File: src/rtl/mem_arbiter_if.sv
// Slot-arbiter bus bundle: slot strobe, three requesters, one-hot grants, slot phase and miss flag.
// master drives the strobe and requests and observes grants; slave is the arbiter side.
// Pure wiring; no state.
interface mem_arbiter_if;
  logic       clk_en;
  logic       video_req;
  logic       cpu_req;
  logic       dma_req;
  logic       video_gnt;
  logic       cpu_gnt;
  logic       dma_gnt;
  logic       refresh_gnt;
  logic [1:0] slot;
  logic       refresh_miss;

  modport master (
    output clk_en, video_req, cpu_req, dma_req,
    input  video_gnt, cpu_gnt, dma_gnt, refresh_gnt, slot, refresh_miss
  );

  modport slave (
    input  clk_en, video_req, cpu_req, dma_req,
    output video_gnt, cpu_gnt, dma_gnt, refresh_gnt, slot, refresh_miss
  );
endinterface

File: src/rtl/mem_arbiter.sv
// Four-phase slot memory arbiter: even slots video > refresh > DMA, odd slots CPU > DMA, periodic refresh with sticky miss flag.
// Latency: grant for the next slot is registered on the clk_en edge that samples the requests; held for exactly one slot.
// Backpressure: requesters hold req until granted; nothing advances while clk_en=0. DMA participates only with MEM_ARBITER_DMA_EN defined.
module mem_arbiter #(
  parameter int REFRESH_PERIOD = 128
) (
  input logic          clk,
  input logic          reset,
  mem_arbiter_if.slave bus
);

  localparam logic [8:0] REFRESH_LAST = 9'(REFRESH_PERIOD - 1);

  logic [1:0] slot_q;
  logic [1:0] slot_next;
  logic [8:0] refresh_cnt_q;
  logic       refresh_pending_q;
  logic       refresh_miss_q;
  logic       refresh_wrap;

  logic       video_gnt_q;
  logic       cpu_gnt_q;
  logic       dma_gnt_q;
  logic       refresh_gnt_q;

  logic       dma_ok;
  logic       video_win;
  logic       cpu_win;
  logic       dma_win;
  logic       refresh_win;

`ifdef MEM_ARBITER_DMA_EN
  assign dma_ok = bus.dma_req;
`else
  // DMA is compiled out: its request is ignored and its grant can never be raised.
  logic dma_req_unused;
  assign dma_req_unused = bus.dma_req;
  assign dma_ok         = 1'b0;
`endif

  // Grants are decided against the slot we are about to enter, not the current one.
  assign slot_next    = slot_q + 2'd1;
  assign refresh_wrap = (refresh_cnt_q == REFRESH_LAST);

  // Fixed-priority pick for the upcoming slot; refresh and video are only eligible in even slots.
  always_comb begin
    video_win   = 1'b0;
    cpu_win     = 1'b0;
    dma_win     = 1'b0;
    refresh_win = 1'b0;
    if (!slot_next[0]) begin
      if (bus.video_req)          video_win   = 1'b1;
      else if (refresh_pending_q) refresh_win = 1'b1;
      else if (dma_ok)            dma_win     = 1'b1;
    end else begin
      if (bus.cpu_req)            cpu_win     = 1'b1;
      else if (dma_ok)            dma_win     = 1'b1;
    end
  end

  // Slot phase, registered grants and refresh bookkeeping; everything freezes between strobes.
  always_ff @(posedge clk or posedge reset) begin
    if (reset) begin
      slot_q            <= 2'd0;
      video_gnt_q       <= 1'b0;
      cpu_gnt_q         <= 1'b0;
      dma_gnt_q         <= 1'b0;
      refresh_gnt_q     <= 1'b0;
      refresh_cnt_q     <= 9'd0;
      refresh_pending_q <= 1'b0;
      refresh_miss_q    <= 1'b0;
    end else if (bus.clk_en) begin
      slot_q        <= slot_next;
      video_gnt_q   <= video_win;
      cpu_gnt_q     <= cpu_win;
      dma_gnt_q     <= dma_win;
      refresh_gnt_q <= refresh_win;
      refresh_cnt_q <= refresh_wrap ? 9'd0 : refresh_cnt_q + 9'd1;
      if (refresh_wrap) begin
        // A new deadline arrives; if the previous one is still unserviced it was missed.
        // Pending stays a single flag, so a missed refresh is not queued twice.
        refresh_pending_q <= 1'b1;
        if (refresh_pending_q && !refresh_win) begin
          refresh_miss_q <= 1'b1;
        end
      end else if (refresh_win) begin
        refresh_pending_q <= 1'b0;
      end
    end
  end

  assign bus.slot         = slot_q;
  assign bus.video_gnt    = video_gnt_q;
  assign bus.cpu_gnt      = cpu_gnt_q;
  assign bus.dma_gnt      = dma_gnt_q;
  assign bus.refresh_gnt  = refresh_gnt_q;
  assign bus.refresh_miss = refresh_miss_q;

endmodule
File: src/flat_wrapper.sv
// flat-port wrapper written by rule: the top's interface ports become plain ports
module mem_arbiter_flat 
#(
  parameter int REFRESH_PERIOD = 128
)
  (clk, reset, bus_clk_en, bus_video_req, bus_cpu_req, bus_dma_req, bus_video_gnt, bus_cpu_gnt, bus_dma_gnt, bus_refresh_gnt, bus_slot, bus_refresh_miss);
  mem_arbiter_if bus_i ();
  input logic clk;
  input logic reset;
  input wire logic [$bits(bus_i.clk_en)-1:0] bus_clk_en;
  input wire logic [$bits(bus_i.video_req)-1:0] bus_video_req;
  input wire logic [$bits(bus_i.cpu_req)-1:0] bus_cpu_req;
  input wire logic [$bits(bus_i.dma_req)-1:0] bus_dma_req;
  output wire logic [$bits(bus_i.video_gnt)-1:0] bus_video_gnt;
  output wire logic [$bits(bus_i.cpu_gnt)-1:0] bus_cpu_gnt;
  output wire logic [$bits(bus_i.dma_gnt)-1:0] bus_dma_gnt;
  output wire logic [$bits(bus_i.refresh_gnt)-1:0] bus_refresh_gnt;
  output wire logic [$bits(bus_i.slot)-1:0] bus_slot;
  output wire logic [$bits(bus_i.refresh_miss)-1:0] bus_refresh_miss;
  assign bus_i.clk_en = bus_clk_en;
  assign bus_i.video_req = bus_video_req;
  assign bus_i.cpu_req = bus_cpu_req;
  assign bus_i.dma_req = bus_dma_req;
  assign bus_video_gnt = bus_i.video_gnt;
  assign bus_cpu_gnt = bus_i.cpu_gnt;
  assign bus_dma_gnt = bus_i.dma_gnt;
  assign bus_refresh_gnt = bus_i.refresh_gnt;
  assign bus_slot = bus_i.slot;
  assign bus_refresh_miss = bus_i.refresh_miss;
  mem_arbiter #(.REFRESH_PERIOD(REFRESH_PERIOD)) u_core (.clk(clk), .reset(reset), .bus(bus_i));
endmodule
File: config.mk
export PLATFORM = sky130hd
export DESIGN_NAME = mem_arbiter_flat
export DESIGN_NICKNAME = d
export VERILOG_FILES = /design/src/rtl/mem_arbiter_if.sv /design/src/rtl/mem_arbiter.sv /design/src/flat_wrapper.sv
export SDC_FILE = /design/constraint.sdc
export NUM_CORES = 1
export LEC_CHECK = 0
export BUFFER_PORTS_ARGS = -buffer_cell sky130_fd_sc_hd__buf_2
export CORE_UTILIZATION = 55
export CTS_CLUSTER_SIZE = 16
export DETAILED_ROUTE_END_ITERATION = 16
export PLACE_DENSITY_LB_ADDON = 0.12
export SYNTH_ARGS = -nofsm -noshare
export SYNTH_HDL_FRONTEND = slang
export SYNTH_SLANG_ARGS = --single-unit
File: constraint.sdc
create_clock -name clk -period 2.9 [get_ports clk]
set_clock_uncertainty 0.05 [all_clocks]
set_input_delay 0.145 -clock clk [delete_from_list [all_inputs] [get_ports clk]]
set_output_delay 0.145 -clock clk [all_outputs]
set_load 0.1 [all_outputs]
Word level (Yosys, flattened, before mapping)
Cells that the tools add are included.

cells by class
  eq/ne operators = 1
  $add $sub $neg = 2
  multiplexer cells = 10
  reductions and logical operators = 5

operator list
  kind                                                             count
  9-bit by 1-bit adder with 9-bit output, second input constant    1
  9-bit by 7-bit == test with 1-bit output, second input constant  1
  1-bit 2-to-1 mux                                                 9
  9-bit 2-to-1 mux                                                 1
  3-bit AND reduction                                              1
  2-bit by 1-bit adder with 2-bit output, second input constant    1
  2-bit AND reduction                                              1
  2-bit nonzero test                                               1
  1-bit logical AND                                                1
  1-bit logical NOT                                                1

storage, ports and cells
  logic and storage cells = 25
  bits of input ports = 6
  register bits = 16

Longest topological paths before layout
Gate-level depths: netlist (run 1).

  depth in word-level cells = 6
  depth in mapped cells = 4

Worst setup path after synthesis (run 1)
Ideal clock, no wire load.

  path kind = reg2reg
  start = reg u_core.slot_q[0] (netlist: u_core.bus.slot[0])
  end = reg u_core.refresh_pending_q
  path buffers = 0
  path slack = 1.310 ns
  data arrival time = 1.418 ns
  stages on the path, launching flop included = 4
  cells stage by stage = dfrtp_1 -> nand2_1 -> o21ai_0 -> nand2b_1

on the way
  word-level cells in the longest chain between the ends = 4

ends and longest elaborated chain
  element                                 line               text
  start: declaration                      mem_arbiter.sv:14  logic [1:0] slot_q;
  start signal: assignment                mem_arbiter.sv:73  slot_q <= slot_next;
  2-bit by 1-bit adder with 2-bit output  mem_arbiter.sv:42  assign slot_next = slot_q + 2'd1;
  1-bit 2-to-1 mux                        mem_arbiter.sv:51  if (!slot_next[0]) begin
  2-bit nonzero test (no source line)     -
  2-bit AND reduction (no source line)    -
  end signal: assignment                  mem_arbiter.sv:70  refresh_pending_q <= 1'b0;
  end signal: assignment                  mem_arbiter.sv:82  refresh_pending_q <= 1'b1;
  end signal: assignment                  mem_arbiter.sv:87  refresh_pending_q <= 1'b0;
  end: declaration                        mem_arbiter.sv:17  logic refresh_pending_q;

No other way between the ends.
A chain may end at the register's enable or synchronous reset.

Final worst setup path (run 1)
  start = reg u_core.refresh_cnt_q[0]
  end = reg u_core.refresh_miss_q (netlist: u_core.bus.refresh_miss)

on the way
  word-level cells in the longest chain between the ends = 2

ends and longest elaborated chain
  element                                   line               text
  start: declaration                        mem_arbiter.sv:16  logic [8:0] refresh_cnt_q;
  start signal: assignment                  mem_arbiter.sv:78  refresh_cnt_q <= refresh_wrap ? 9'd0 : refresh_cnt_q + 9'd1;
  9-bit by 7-bit == test with 1-bit output  mem_arbiter.sv:43  assign refresh_wrap = (refresh_cnt_q == REFRESH_LAST);
  3-bit AND reduction (no source line)      -
  end signal: assignment                    mem_arbiter.sv:71  refresh_miss_q <= 1'b0;
  end signal: assignment                    mem_arbiter.sv:84  refresh_miss_q <= 1'b1;
  end: declaration                          mem_arbiter.sv:18  logic refresh_miss_q;

No other way between the ends.

==> impl_metrics.csv, run 1 <==
group,metric,value,unit
global_routing,overflow,0,
timing,hold_viol,0,
logic_synthesis,synth_nets,74,
clock_network,cts_sinks,16,
drt,first_iter_violations,16,
clock_network,clkTransAtPathRegs,100,ps
worst_setup_path,path_class,"flop to flop",
logic_synthesis,yosysWarnings,0,
logic_synthesis,synthXorXnorAreaFrac,0.0851,
job,drv_cap,0,
place,dpl.hpwl,832,µm
finish,syn2layout_area_growth,14.1,%
worst_setup_path,cp_max_fo,4,
global_routing,grtUsageTotal,0.212,
finish,antenna_cells,0,
clock_network,ctsResizeCount,0,
timing,holdWs,43.4,ps
timing,setup_violations,0,
place,portBuffers,10,
logic_synthesis,syn_area_per_cell,10.8,µm²
global_routing,antenna_found_initial,0,
floorplan,die_h,38.2,µm
drt,dr.pass1.iters,4,
logic_synthesis,yosysSeqAreaShare,0.556,
logic_synthesis,synth_mux_area_frac,0.0313,
timing,tightest_slew,589,ps
timing,setup_ws,1300,ps
clock_network,clockRootBuffer,"clkbuf_4",
clock_network,cts_max_level,1,
power,finalPower,0.795,mW
drt,route.met3.wl,55,µm
worst_setup_path,worst-path-buf-inv,0,
worst_setup_path,cpMaxStageDelayCell,"dfrtp_1",
clock_network,clock_latency,290,ps
logic_synthesis,synth_most_common_cell,"dfrtp_1",
timing,slew_viol_final,0,
drt,wire_per_inst,12.7,µm
drt,drt_wl_total,1190,µm
worst_setup_path,max_stage_delay,410,ps
floorplan,initial_core_util,0.623,
min_path,hp-class,"input pin to flop",
logic_synthesis,syn_inst,67,
logic_synthesis,synthAdderAreaFrac,0.0174,
worst_setup_path,setup.worst_path.start_class,"flop",
timing,slew_headroom,0.607,
worst_setup_path,worstPathCellList,"ha_1, nand4_1, nor4_2, a31o_1",
logic_synthesis,synth_edf_count,0,
worst_setup_path,worstPathArrival,1780,ps
drt,antenna_left,0,
floorplan,placementRows,12,
logic_synthesis,synth_compound_area_frac,0.0903,
logic_synthesis,synth-seq-cells,16,
finish,layout-drive-gt1-share,0.200,
worst_setup_path,required,3080,ps
place,gp_congestion,0.684,
logic_synthesis,synthSimpleGateAreaFrac,0.156,
clock_network,tritoncts,"done",
logic_synthesis,synthArstFlopShare,1.00,
global_routing,grt_pass1_vias,473,
logic_synthesis,synth.area.top_cells,"dfrtp_1, xnor2_1, inv_1",
logic_synthesis,yosysUniqueCellTypes,26,
drt,vias,516,
drt,via_per_inst,5.49,
place,dp_slack,1330,ps
floorplan,die_x,38.2,µm
logic_synthesis,synth_top_flop_cell,"dfrtp_1",
floorplan,coreArea,1160,µm²
timing,min_period,1600,ps
clock_network,numCtsBuffers,3,
clock_network,clock_path_buffers,2,
timing,period_share,0.553,
timing,timing.fmax,624,MHz
drt,drc,0,
finish,nNetsFinal,88,
logic_synthesis,syn_area,721,µm²
floorplan,dieArea,1460,µm²
timing,rsz0062_at_grt,"false",
power,powerDensity,967,nW/µm²
logic_synthesis,synth_top_family_by_area,"simple AND/OR/NAND/NOR gates",
global_routing,grt_first_pass_wirelength,2060,µm
logic_synthesis,synth_top_cell_area_share,0.556,
global_routing,grt_max_degree,17,
drt,wl_met2,562,µm
drt,highest_layer,"met4",
logic_synthesis,yosys.area.top_type,"dfrtp_1",
logic_synthesis,synthTopCellsByCount,"dfrtp_1, inv_1",
worst_setup_path,cp-end-kind,"flop",
timing,setup_tns,0,ps
power,leakage,0.383,nW
worst_setup_path,critPathTopFamily,"simple AND/OR/NAND/NOR gates",
power,ir_worst_vdd,0.952,mV
floorplan,ios,13,
run_status,status,"completed",
drt,wl_met1,541,µm
-- path summary, 6_finish.rpt --
kind / startpoint / end / slack (ps) / cells past startpoint
min in group asynchronous: reset / u_core.refresh_cnt_q[4] / 400 / 3
worst max register to register: u_core.refresh_cnt_q[0] / u_core.bus.refresh_miss / 1300 / 4
worst max-delay path: u_core.refresh_cnt_q[0] / u_core.bus.refresh_miss / 1300 / 4
worst min register to register: u_core.bus.slot[1] / u_core.bus.slot[1] / 430 / 1
max in group asynchronous: reset / u_core.bus.cpu_gnt / 2020 / 3
worst min-delay path: bus_cpu_req / u_core.bus.cpu_gnt / 40 / 3
-- timing repair --
item	in CTS	in global routing
buffers inserted	0	0
hold buffers	1	0
endpoints found under the hold margin	16	0
setup endpoints to repair	0	0
-- final cells by class --
class,instances,area [µm²]
repair buffers,11,60.1
flip-flops and latches,16,400
clock buffers,4,36.3
well taps,14,17.5
fillers,79,334
inverters,8,30.0
multi-input cells,41,278
-- stage by stage --
step	std cells	cell area, µm²	util
global placement	89	776	0.671
floorplan	67	721	-
CTS	94	822	0.711
global route	94	822	0.711
detailed placement	89	776	0.671
finish	94	822	0.711
-- worst reg2reg max path: stages (launching register included) --
cell	delay (ps)
dfrtp_1	410
ha_1	240
nand4_1	240
nor4_2	400
a31o_1	210
-- kinds of logic after synthesis --
family / count (synthesis)
XOR/XNOR: 7
adder cells (fa/ha/maj): 1
buffers and inverters: 10
multiplexers: 2
other: 1
flip-flops: 16
AO/OA/AOI/OAI: 10
AND/OR/NAND/NOR: 20
-- routing by layer --
layer	vias up	GRT usage
li1	250	-
met5	-	0
met1	244	0.279
met2	17	0.335
met4	0	0.107
met3	5	0.0349
-- where the power goes --
part,internal [mW],switching (mW)
registers,0.283,0.0646
clock network,0.0765,0.0713
logic,0.0727,0.227
-- placed cells by master (no fill, tap or decap), types with 2 or more instances in the layout --
master and n:
buf_2 10, a21oi_1 2, xnor2_1 4, o21ai_0 4, nand3_1 4, inv_1 8
nor3_1 2, dfrtp_1 16, clkbuf_4 3, nand2_1 4, nor2_1 2, nand4_1 2
xor2_1 3, nand2b_1 2
-- flip-flops by register name, indices dropped and copies added, names as in the netlist --
register,flops
u_core.refresh_cnt_q,9
u_core.bus.slot,2
u_core.bus.cpu_gnt,1
u_core.bus.refresh_gnt,1
u_core.bus.refresh_miss,1
u_core.bus.video_gnt,1
u_core.refresh_pending_q,1
Note: power is estimated with default switching activity, not from simulation.
==> run 2, diff against run 1 <==
- CORE_UTILIZATION: 55 -> 46
- clock period: 2.9 -> 1.4 ns (I/O delays scaled with it)
==> run 2 against run 1 <==
The run now ends with negative setup slack left. Clock power increased by 110%. Utilization decreased by 1.5 points. Combinational power increased to 2.6 times the previous value. Critical path type unchanged. Critical endpoint is now u_core.refresh_cnt_q[0]. Largest cell class unchanged.
==> impl_metrics.csv, run 2 (synthesis gave the netlist of run 1 again) <==
group,metric,value,unit
run_status,status,"finished with violations",
run_status,violations,"negative setup slack",
finish,top_register,"u_core.refresh_cnt_q",
finish,regArea,402,µm²
place,portBuffers,10,
timing,period_share,1.04,
place,gp_congestion,0.755,
min_path,hp-start,"bus_clk_en",
timing,setup_ws,-60.4,ps
timing,tightest_slew,599,ps
place,place_area,863,µm²
global_routing,grt_max_degree,17,
global_routing,grtUsageTotal,0.168,
place,dp.cells,101,
worst_setup_path,max_stage_delay,360,ps
worst_setup_path,cpMaxStageDelayCell,"dfrtp_1",
clock_network,clock_latency,280,ps
finish,multi_input_area,298,µm²
drt,dr.pass1.iters,4,
power,finalPower,1.79,mW
worst_setup_path,r2r_start,"u_core.refresh_cnt_q[0]",
finish,layout_common_cells,"dfrtp_1, buf_4, buf_2",
worst_setup_path,cp_max_fo,2,
floorplan,initial_core_util,0.521,
power,ir_worst_vdd,1.83,mV
timing,rsz0062_at_grt,"true",
floorplan,dieArea,1730,µm²
worst_setup_path,required,1520,ps
worst_setup_path,worstPathArrival,1580,ps
finish,utilization,0.696,
worst_setup_path,reg2reg_to,"u_core.refresh_cnt_q[0]",
finish,instances_no_fill,110,
drt,via_per_inst,5.00,
finish,nNetsFinal,103,
clock_network,clockRootBuffer,"clkbuf_4",
drt,first_iter_violations,19,
timing,hold_viol,0,
finish,layout-drive-gt1-share,0.368,
finish,n_fill_cell,103,
floorplan,ios,13,
worst_setup_path,r2r_cells,4,
worst_setup_path,setup.worst_path.start_class,"flop",
power,leakage,0.453,nW
clock_network,clkTransAtPathRegs,90,ps
drt,wire_per_inst,12.4,µm
clock_network,cts_sinks,16,
floorplan,die_h,41.6,µm
min_path,hp-class,"input pin to flop",
drt,drc,0,
power,powerDensity,1860,nW/µm²
worst_setup_path,reg2reg_slack,-60,ps
clock_network,tritoncts,"done",
global_routing,grt_pass1_vias,497,
finish,largest_register_ffs,9,
worst_setup_path,path_class,"flop to flop",
timing,setup_violations,2,
global_routing,grt_first_pass_wirelength,2200,µm
finish,final_common_cell,"dfrtp_1",
place,dpl.hpwl,906,µm
clock_network,cts_max_level,1,
worst_setup_path,crit_start,"u_core.refresh_cnt_q[0]",
drt,antenna_left,0,
global_routing,antenna_found_initial,0,
worst_setup_path,worstPathCellList,"ha_2, or3b_1, o311a_1, o21bai_1",
drt,drt_wl_total,1360,µm
clock_network,clock_path_buffers,2,
finish,antenna_cells,0,
timing,slew_viol_final,0,
min_path,hold_path_end,"u_core.refresh_cnt_q[0]",
timing,slew_headroom,0.600,
timing,min_period,1460,ps
global_routing,overflow,0,
finish,stdcell_area,962,µm²
finish,syn2layout_area_growth,33.5,%
min_path,hold-path-cell-count,2,
timing,timing.fmax,685,MHz
drt,vias,550,
job,drv_cap,0,
floorplan,die_x,41.6,µm
floorplan,coreArea,1380,µm²
worst_setup_path,cp-end-kind,"flop",
floorplan,placementRows,13,
clock_network,numCtsBuffers,3,
==> run 2: cell count changes in the layout (fill, tap and decap cells not counted), sizes merged <==
cell / previous run / this run
buf: 10 / 23
dlygate4sd3: 1 / 3
==> run 2: where the power goes <==
group	internal [mW]	switching, mW	total (mW)
Combinational	0.250	0.534	0.785
Clock	0.158	0.146	0.304
Sequential	0.588	0.109	0.697
==> run 2: what timing repair did <==
item	4_1_cts	5_1_grt
resized for setup	1	3
setup buffers	1	1
endpoints found under the setup margin	2	2
hold buffers	3	0
pin swaps	0	2
endpoints found under the hold margin	18	0
==> run 2: worst max path at each step <==
stage                               to
2_1_floorplan  u_core.refresh_cnt_q[0]
3_3_place_gp   u_core.refresh_cnt_q[0]
3_5_place_dp   u_core.refresh_cnt_q[0]
4_1_cts        u_core.refresh_cnt_q[0]
5_1_grt        u_core.refresh_cnt_q[0]
6_report       u_core.refresh_cnt_q[0]
==> run 2: through the flow <==
stage	hold WS [ps]	worst slack, ps	setup TNS [ps]
after floorplan	-66.3	-75.7	-75.7
after global placement	118	-69.4	-69.4
after detailed placement	113	-77.6	-77.6
after CTS	7.12	-81.2	-81.2
after global routing	25.5	-122	-514
final	13.6	-60.4	-109
==> run 2: layer usage <==
metal  track usage  vias up  wire length [µm]
li1              -      282                 -
met1         0.250      255               699
met2         0.241       11               604
met3        0.0261        2                42
met4        0.0774        0                17
met5             0        -                 0
==> run 2: final cells by class <==
type	instances	area share
Inverter	8	0.0312
Tap cell	15	0.0195
Multi-Input combinational cell	41	0.309
Clock buffer	4	0.0377
Timing Repair Buffer	26	0.185
Sequential cell	16	0.417
==> run 2: critical path: cells and delay by family (launching register included) <==
kind / cells / cell delay [ps]
adder cells (fa/ha/maj): 1 / 180
AO/OA/AOI/OAI: 2 / 430
flip-flops: 1 / 360
AND/OR/NAND/NOR: 1 / 340
